`config.mk`:
```
export PLATFORM = sky130hd
export DESIGN_NAME = uart_tx
export DESIGN_NICKNAME = d
export VERILOG_FILES = /design/src/rtl/uart_tx.sv
export SDC_FILE = /design/constraint.sdc
export NUM_CORES = 1
export LEC_CHECK = 0
export CORE_ASPECT_RATIO = 1.1
export CORE_UTILIZATION = 60
export CTS_CLUSTER_DIAMETER = 200
export CTS_CLUSTER_SIZE = 20
export DETAILED_ROUTE_END_ITERATION = 10
export PLACE_DENSITY = 0.79
export SLEW_MARGIN = 20
export SYNTH_ARGS = -nofsm -noshare
export SYNTH_HDL_FRONTEND = slang
export SYNTH_SLANG_ARGS = --single-unit
```
`constraint.sdc`:
```
create_clock -name i_CLK -period 6 [get_ports i_CLK]
set_input_delay 1.2 -clock i_CLK [delete_from_list [all_inputs] [get_ports i_CLK]]
set_output_delay 1.2 -clock i_CLK [all_outputs]
set_load 0.1 [all_outputs]
```
`src/rtl/uart_tx.sv`:
```
`default_nettype none
// ---------------------------------------------------------------------------
// uart_tx : 8N1 UART transmitter with a one-entry holding register.
// Revision: 1.0
// ---------------------------------------------------------------------------
module uart_tx #(
    parameter int c_CYCLES_PER_BIT = 217
) (
    input  logic       i_CLK,
    input  logic       i_RESET_n,
    input  logic       i_TX_DV,
    input  logic [7:0] i_TX_BYTE,
    output logic       o_TX_READY,
    output logic       o_TX_SERIAL,
    output logic       o_TX_ACTIVE,
    output logic       o_TX_DONE
);

    localparam int                 c_CNT_W   = (c_CYCLES_PER_BIT > 1) ? $clog2(c_CYCLES_PER_BIT) : 1;
    localparam logic [c_CNT_W-1:0] c_CNT_MAX = c_CNT_W'(c_CYCLES_PER_BIT - 1);

    typedef enum logic [1:0] {
        S_IDLE  = 2'd0,
        S_START = 2'd1,
        S_DATA  = 2'd2,
        S_STOP  = 2'd3
    } state_t;

    state_t             state_q,    state_d;
    logic [c_CNT_W-1:0] cnt_q,      cnt_d;
    logic [2:0]         idx_q,      idx_d;
    logic [7:0]         shift_q,    shift_d;
    logic [7:0]         hold_q,     hold_d;
    logic               hold_vld_q, hold_vld_d;
    logic               ready_q,    ready_d;
    logic               serial_q,   serial_d;
    logic               active_q,   active_d;
    logic               done_q,     done_d;

    logic w_accept;
    logic w_bit_end;

    assign w_accept  = i_TX_DV & ready_q;
    assign w_bit_end = (cnt_q == c_CNT_MAX);

    always_comb begin
        state_d    = state_q;
        cnt_d      = cnt_q;
        idx_d      = idx_q;
        shift_d    = shift_q;
        hold_d     = hold_q;
        hold_vld_d = hold_vld_q;
        done_d     = 1'b0;

        case (state_q)
            S_IDLE: begin
                cnt_d = '0;
                idx_d = 3'd0;
                if (w_accept) begin
                    shift_d = i_TX_BYTE;
                    state_d = S_START;
                end
            end
            S_START: begin
                if (w_bit_end) begin
                    cnt_d   = '0;
                    idx_d   = 3'd0;
                    state_d = S_DATA;
                end else begin
                    cnt_d = cnt_q + c_CNT_W'(1);
                end
            end
            S_DATA: begin
                if (w_bit_end) begin
                    cnt_d = '0;
                    if (idx_q == 3'd7) begin
                        state_d = S_STOP;
                    end else begin
                        idx_d = idx_q + 3'd1;
                    end
                end else begin
                    cnt_d = cnt_q + c_CNT_W'(1);
                end
            end
            S_STOP: begin
                if (w_bit_end) begin
                    cnt_d  = '0;
                    done_d = 1'b1;
                    // Queued byte wins; otherwise a same-cycle accept skips holding.
                    if (hold_vld_q) begin
                        shift_d    = hold_q;
                        hold_vld_d = 1'b0;
                        state_d    = S_START;
                    end else if (w_accept) begin
                        shift_d = i_TX_BYTE;
                        state_d = S_START;
                    end else begin
                        state_d = S_IDLE;
                    end
                end else begin
                    cnt_d = cnt_q + c_CNT_W'(1);
                end
            end
            default: begin
                state_d = S_IDLE;
                cnt_d   = '0;
                idx_d   = 3'd0;
            end
        endcase

        if (w_accept && (state_q != S_IDLE) && !((state_q == S_STOP) && w_bit_end)) begin
            hold_d     = i_TX_BYTE;
            hold_vld_d = 1'b1;
        end

        // Outputs are precomputed from next state so every port comes from a flop.
        ready_d  = ~hold_vld_d;
        active_d = (state_d != S_IDLE);
        case (state_d)
            S_START: serial_d = 1'b0;
            S_DATA:  serial_d = shift_d[idx_d];
            default: serial_d = 1'b1;
        endcase
    end

    always_ff @(posedge i_CLK or negedge i_RESET_n) begin
        if (!i_RESET_n) begin
            state_q    <= S_IDLE;
            cnt_q      <= '0;
            idx_q      <= 3'd0;
            shift_q    <= 8'd0;
            hold_q     <= 8'd0;
            hold_vld_q <= 1'b0;
            ready_q    <= 1'b1;
            serial_q   <= 1'b1;
            active_q   <= 1'b0;
            done_q     <= 1'b0;
        end else begin
            state_q    <= state_d;
            cnt_q      <= cnt_d;
            idx_q      <= idx_d;
            shift_q    <= shift_d;
            hold_q     <= hold_d;
            hold_vld_q <= hold_vld_d;
            ready_q    <= ready_d;
            serial_q   <= serial_d;
            active_q   <= active_d;
            done_q     <= done_d;
        end
    end

    assign o_TX_READY  = ready_q;
    assign o_TX_SERIAL = serial_q;
    assign o_TX_ACTIVE = active_q;
    assign o_TX_DONE   = done_q;

endmodule
`default_nettype wire
```
* Yosys cells after proc, flatten, opt, wreduce, memory -nomap -nowiden
Index checks and enable logic that the tools add are counted. Widths: inputs -> output; s select.
Storage, ports and cells: flip-flop bits (word level) 34, input port bits 11, output and inout bits 4, logic and storage cells 56
Cells by class: $add $sub $neg 2, $lt $le $gt $ge 1, equal/unequal tests 7, mux-type cells 26, bitwise logic cells 2, reduce and logical (&&, ||, !) cells 8
Operator list (count):
- $mux 8 | 4
- $pmux 8 s2 | 2
- $mux 2 | 5
- $mux 3 | 3
- $pmux 3 s3 | 1
- $add 8x1->8 const B | 1
- $eq 8x8->1 const B | 1
- $mux 1 | 8
- $pmux 2 s4 | 1
- $eq 2x2->1 const B | 3
- $eq 2x1->1 const B | 2
- $lt 3x4->1 const B | 1
- $reduce_bool 2->1 | 2
- $add 3x1->3 const B | 1
- $bmux 1 s3 | 1
- $eq 3x3->1 const B | 1
- $logic_and 1x1->1 | 3
- $reduce_or 3->1 | 1
- $logic_not 2->1 | 1
- $pmux 1 s2 | 1
- $and 1x1->1 | 1
- $logic_not 1->1 | 1
- $not 1->1 | 1

* Logic depth before layout (Yosys ltp)
word-level depth 8, gate-level depth with buffers 10

* Worst setup path after synthesis
No wires, ideal clock.
path type input-to-reg, start point input i_TX_DV, end point register serial_q, in the netlist o_TX_SERIAL, setup time 77 ps, arrival time 2573 ps, data required time 5923 ps, path slack 3350 ps, stages 8, buffers on the path 1, cells stage by stage nand2_1 -> buf_4 -> nand2_1 -> a311oi_1 -> nor4_1 -> a2111oi_0 -> a211oi_1 -> a31oi_1
On the way: cells in the longest elaborated chain, start to end 8, elaborated cells between the ends (all ways) 15, those cells by class 2 x eq/ne; 12 x mux; 1 x bitwise
Ends and longest elaborated chain:
- start, declared | RTL line 11 | input logic i_TX_DV,
- $and 1x1->1 (*) | RTL line 43 | assign w_accept = i_TX_DV & ready_q;
- $mux 8 | RTL line 59, 94
- $mux 8 | RTL line 90 | if (hold_vld_q) begin
- $mux 8 | RTL line 86 | if (w_bit_end) begin
- $pmux 8 s2 | RTL line 55 | case (state_q)
- $bmux 1 s3 | RTL line 121 | S_DATA: serial_d = shift_d[idx_d];
- $mux 1 (implied by the code) | RTL line 121
- $pmux 1 s2 (*) | RTL line 119 | case (state_d)
- named net serial_d | RTL line 36 | logic serial_q, serial_d;
- end signal, assigned | RTL line 146 | serial_q <= serial_d;
- end, declared | RTL line 36
Mark *: on every way through the listed nets, which the timed path passes. The rest lies on a longest branch. The select of a mux whose other input is x is not followed. A chain may end at the register's enable or synchronous reset.

* Final worst setup path
start point register ready_q, in the netlist o_TX_READY, end point output o_TX_READY
RTL lines:
- start, declared | RTL line 35 | logic ready_q, ready_d;
- start signal, assigned | RTL line 145 | ready_q <= ready_d;
- end, declared | RTL line 13 | output logic o_TX_READY,
No word-level cell between the ends.

==> impl_metrics.json <==
{
  "vdd_drop_max_uv": 156,
  "syn_to_final_growth_pct": 9.80,
  "end_kind": "output port",
  "tightest_slew_ns": 0.972,
  "clk_latency_ns": 0.35,
  "crit_family": "buffers and inverters",
  "avgViaCountPerCell": 6.34,
  "status": "finished clean",
  "num_io_pins": 15,
  "tns_ns": 0,
  "arrival_ns": 2.06,
  "synth_cells": 215,
  "timing.final.crit_share_pct": 54.3,
  "synth.ff_latch_count": 34,
  "grt_pass1_vias": 1721,
  "cts-htree-levels": 2,
  "coreArea_mm2": 0.00333,
  "critPathSlowestCell": "clkdlybuf4s50_1",
  "critPathRequiredTime_ns": 4.80,
  "grt-busiest-layer": "met2",
  "placementRows": 22,
  "final.min_clock_period_ns": 3.26,
  "rsz0062_at_grt": "no",
  "max_freq_mhz": 307,
  "crit_path_start_kind": "flop",
  "crit_path_max_incr_delay_ns": 1.14,
  "synthMuxAreaShare_pct": 3.73,
  "drtIter0Drc": 101,
  "synthFlopType": "dfrtp_1",
  "drcViolationCount": 0,
  "synth_compound_area_share_pct": 24.4,
  "r2r_start": "state_q[0]",
  "grt_max_degree": 35,
  "setup.worst_path.class": "flop to output port",
  "path_cells": "clkdlybuf4s50_1",
  "synth_edf_count": 0,
  "yosysSeqAreaShare_pct": 41.0,
  "ctsRootBufferMaster": "clkbuf_4",
  "met2_usage_pct": 46.0,
  "fillers": 274,
  "cts_resized": 0,
  "multi_input_area_mm2": 0.00112,
  "synth_top_family_by_area": "compound AO/OA/AOI/OAI gates",
  "async_flop_share_pct": 100,
  "cts.path.max_buffers": 2,
  "cts_buffers": 5,
  "gr-total-overflow": 0,
  "layout_commonest_cell": "dfrtp_1",
  "cts_sinks": 34,
  "drive_gt1_share_pct": 11.5,
  "synth_top_area_share_pct": 38.5,
  "critPathLaunch": "o_TX_READY",
  "finalSetupViolCount": 0,
  "synthXorXnorAreaFrac_pct": 2.53,
  "port_buffers": 14,
  "fin_cells": 275,
  "p_leak_nw": 0.968,
  "placed_cells": 267,
  "cts_hold_buf": 0,
  "dr.pass1.iters": 4,
  "synth_cell_type_count": 53,
  "hold_start": "cnt_q[0]",
  "grt_util_all_layers_pct": 29.2,
  "die_y_um": 63.8,
  "wl_um": 4790,
  "pwr_density_cell_mw_per_mm2": 193,
  "die_width_um": 58.2,
  "hold_viol": 0,
  "synthSimpleGateAreaFrac_pct": 19.1,
  "grt_pass1_wl_um": 8140,
  "grt_antenna_before_repair": 0,
  "grt_use_met3_pct": 7.89,
  "synth-warning-count": 0,
  "fp.dieArea_mm2": 0.00371,
  "grtUsageMet1_pct": 37.5,
  "synth_area_leaders": "dfrtp_1 38%, a22o_1 4.6%, ha_1 4.2%, o21ai_0 3.4%, mux2_2 3.2%",
  "finalMaxSlewViolations": 0,
  "worst-path-buf-inv": 1,
  "yosysTopAreaCell": "dfrtp_1",
  "tritoncts": "built",
  "ant_nets": 0,
  "mostFrequentLayoutCells": "32 x dfrtp_1, 17 x nand2_1, 14 x o21ai_0, 14 x clkdlybuf4s50_1, 12 x inv_1",
  "globalplace.congestion": 0.926,
  "synthAdderAreaFrac_pct": 4.21,
  "dp_hpwl_um": 3340,
  "wl_per_cell_um": 17.4,
  "syn_area_per_cell_um2": 9.68,
  "syn_nets": 233,
  "fin_skew_ns": 0.0177,
  "regArea_um2": 853,
  "path_clk_slew_ns": 0.10,
  "vias": 1744,
  "cap_viol_max_count": 0,
  "hold_class": "flop to flop",
  "post_cts_buffers": 0,
  "antenna_cells": 0,
  "layout.nets": 244,
  "relSlewSlack_pct": 35.0,
  "start_util_pct": 62.5,
  "whs_ns": 0.512,
  "syn-cell-area_mm2": 0.00208,
  "path_max_fanout": 7
}
[state kept, by name, summed over array words and instances (netlist names)]
name         flops
cnt_q            8
shift_q          8
hold_vld_q       1
hold_q           8
o_TX_SERIAL      1
o_TX_DONE        1
idx_q            3
o_TX_READY       1
o_TX_ACTIVE      1
state_q          2
[synth_stat cells (5+ instances only)]
library cell and number:
a211oi_1 5, a21oi_1 5, a22o_1 11, a22oi_1 5, and3_1 6, buf_2 6
dfrtp_1 32, ha_1 7, inv_1 12, mux2_2 6, nand2_1 17, nand3_1 7
nor2_1 10, nor3_1 10, o21ai_0 14
[power breakdown]
group          switching, W  total [W]  internal [W]
registers         0.0000115   0.000261      0.000250
clock network     0.0000762   0.000123     0.0000467
logic             0.0000300  0.0000558     0.0000258
[worst reg2reg max path: cells and delay by family (launching register included)]
| family | cells | cell delay (ns) |
|---|---|---|
| AO/OA/AOI/OAI | 5 | 0.94 |
| flip-flops | 1 | 0.42 |
| AND/OR/NAND/NOR | 2 | 0.70 |
| buffers and inverters | 1 | 0.10 |
| adder cells (fa/ha/maj) | 1 | 0.52 |
[final cells by class]
cell class | instances | area share [%]
Timing Repair Buffer | 15 | 6.46
Sequential cell | 34 | 37.3
Clock buffer | 8 | 2.14
Tap cell | 48 | 2.63
Inverter | 14 | 2.30
Multi-Input combinational cell | 156 | 49.1
[kinds of logic (layout without fill, tap and decap cells)]
kind of cell             Yosys count  after routing
adder cells (fa/ha/maj)            7              7
multiplexers                       7              7
AO/OA/AOI/OAI                     63             63
AND/OR/NAND/NOR                   73             73
XOR/XNOR                           6              6
buffers and inverters             25             37
flip-flops                        34             34
[through the flow]
| step | setup WS, ns | power (W) | utilization, % | instance area (um^2) |
|---|---|---|---|---|
| after floorplan | 3.35 | 0.000299 | - | 2080 |
| after global placement | 2.54 | 0.000320 | 67.1 | 2240 |
| after detailed placement | 2.43 | 0.000323 | 67.1 | 2240 |
| after CTS | 2.74 | 0.000445 | 68.6 | 2280 |
| after global routing | 2.51 | 0.000461 | 68.6 | 2280 |
| final | 2.74 | 0.000440 | 68.6 | 2280 |
[path summary, 6_finish.rpt]
path	end	depth (start not counted)	slack, ns
worst min register to register	cnt_q[0]	1	0.51
worst max register to register	o_TX_SERIAL	9	3.26
max in group asynchronous	o_TX_READY	2	4.39
worst min-delay path	cnt_q[0]	1	0.51
worst max-delay path	o_TX_READY	1	2.74
min in group asynchronous	hold_q[7]	2	1.26
[layer usage]
metal / vias to the layer above / part of all wire, %
li1: 821 / -
met1: 873 / 44
met2: 41 / 51
met3: 9 / 3.8
met4: 0 / 2.0
met5: - / 0
No activity file was read; power rests on OpenSTA's default activity.
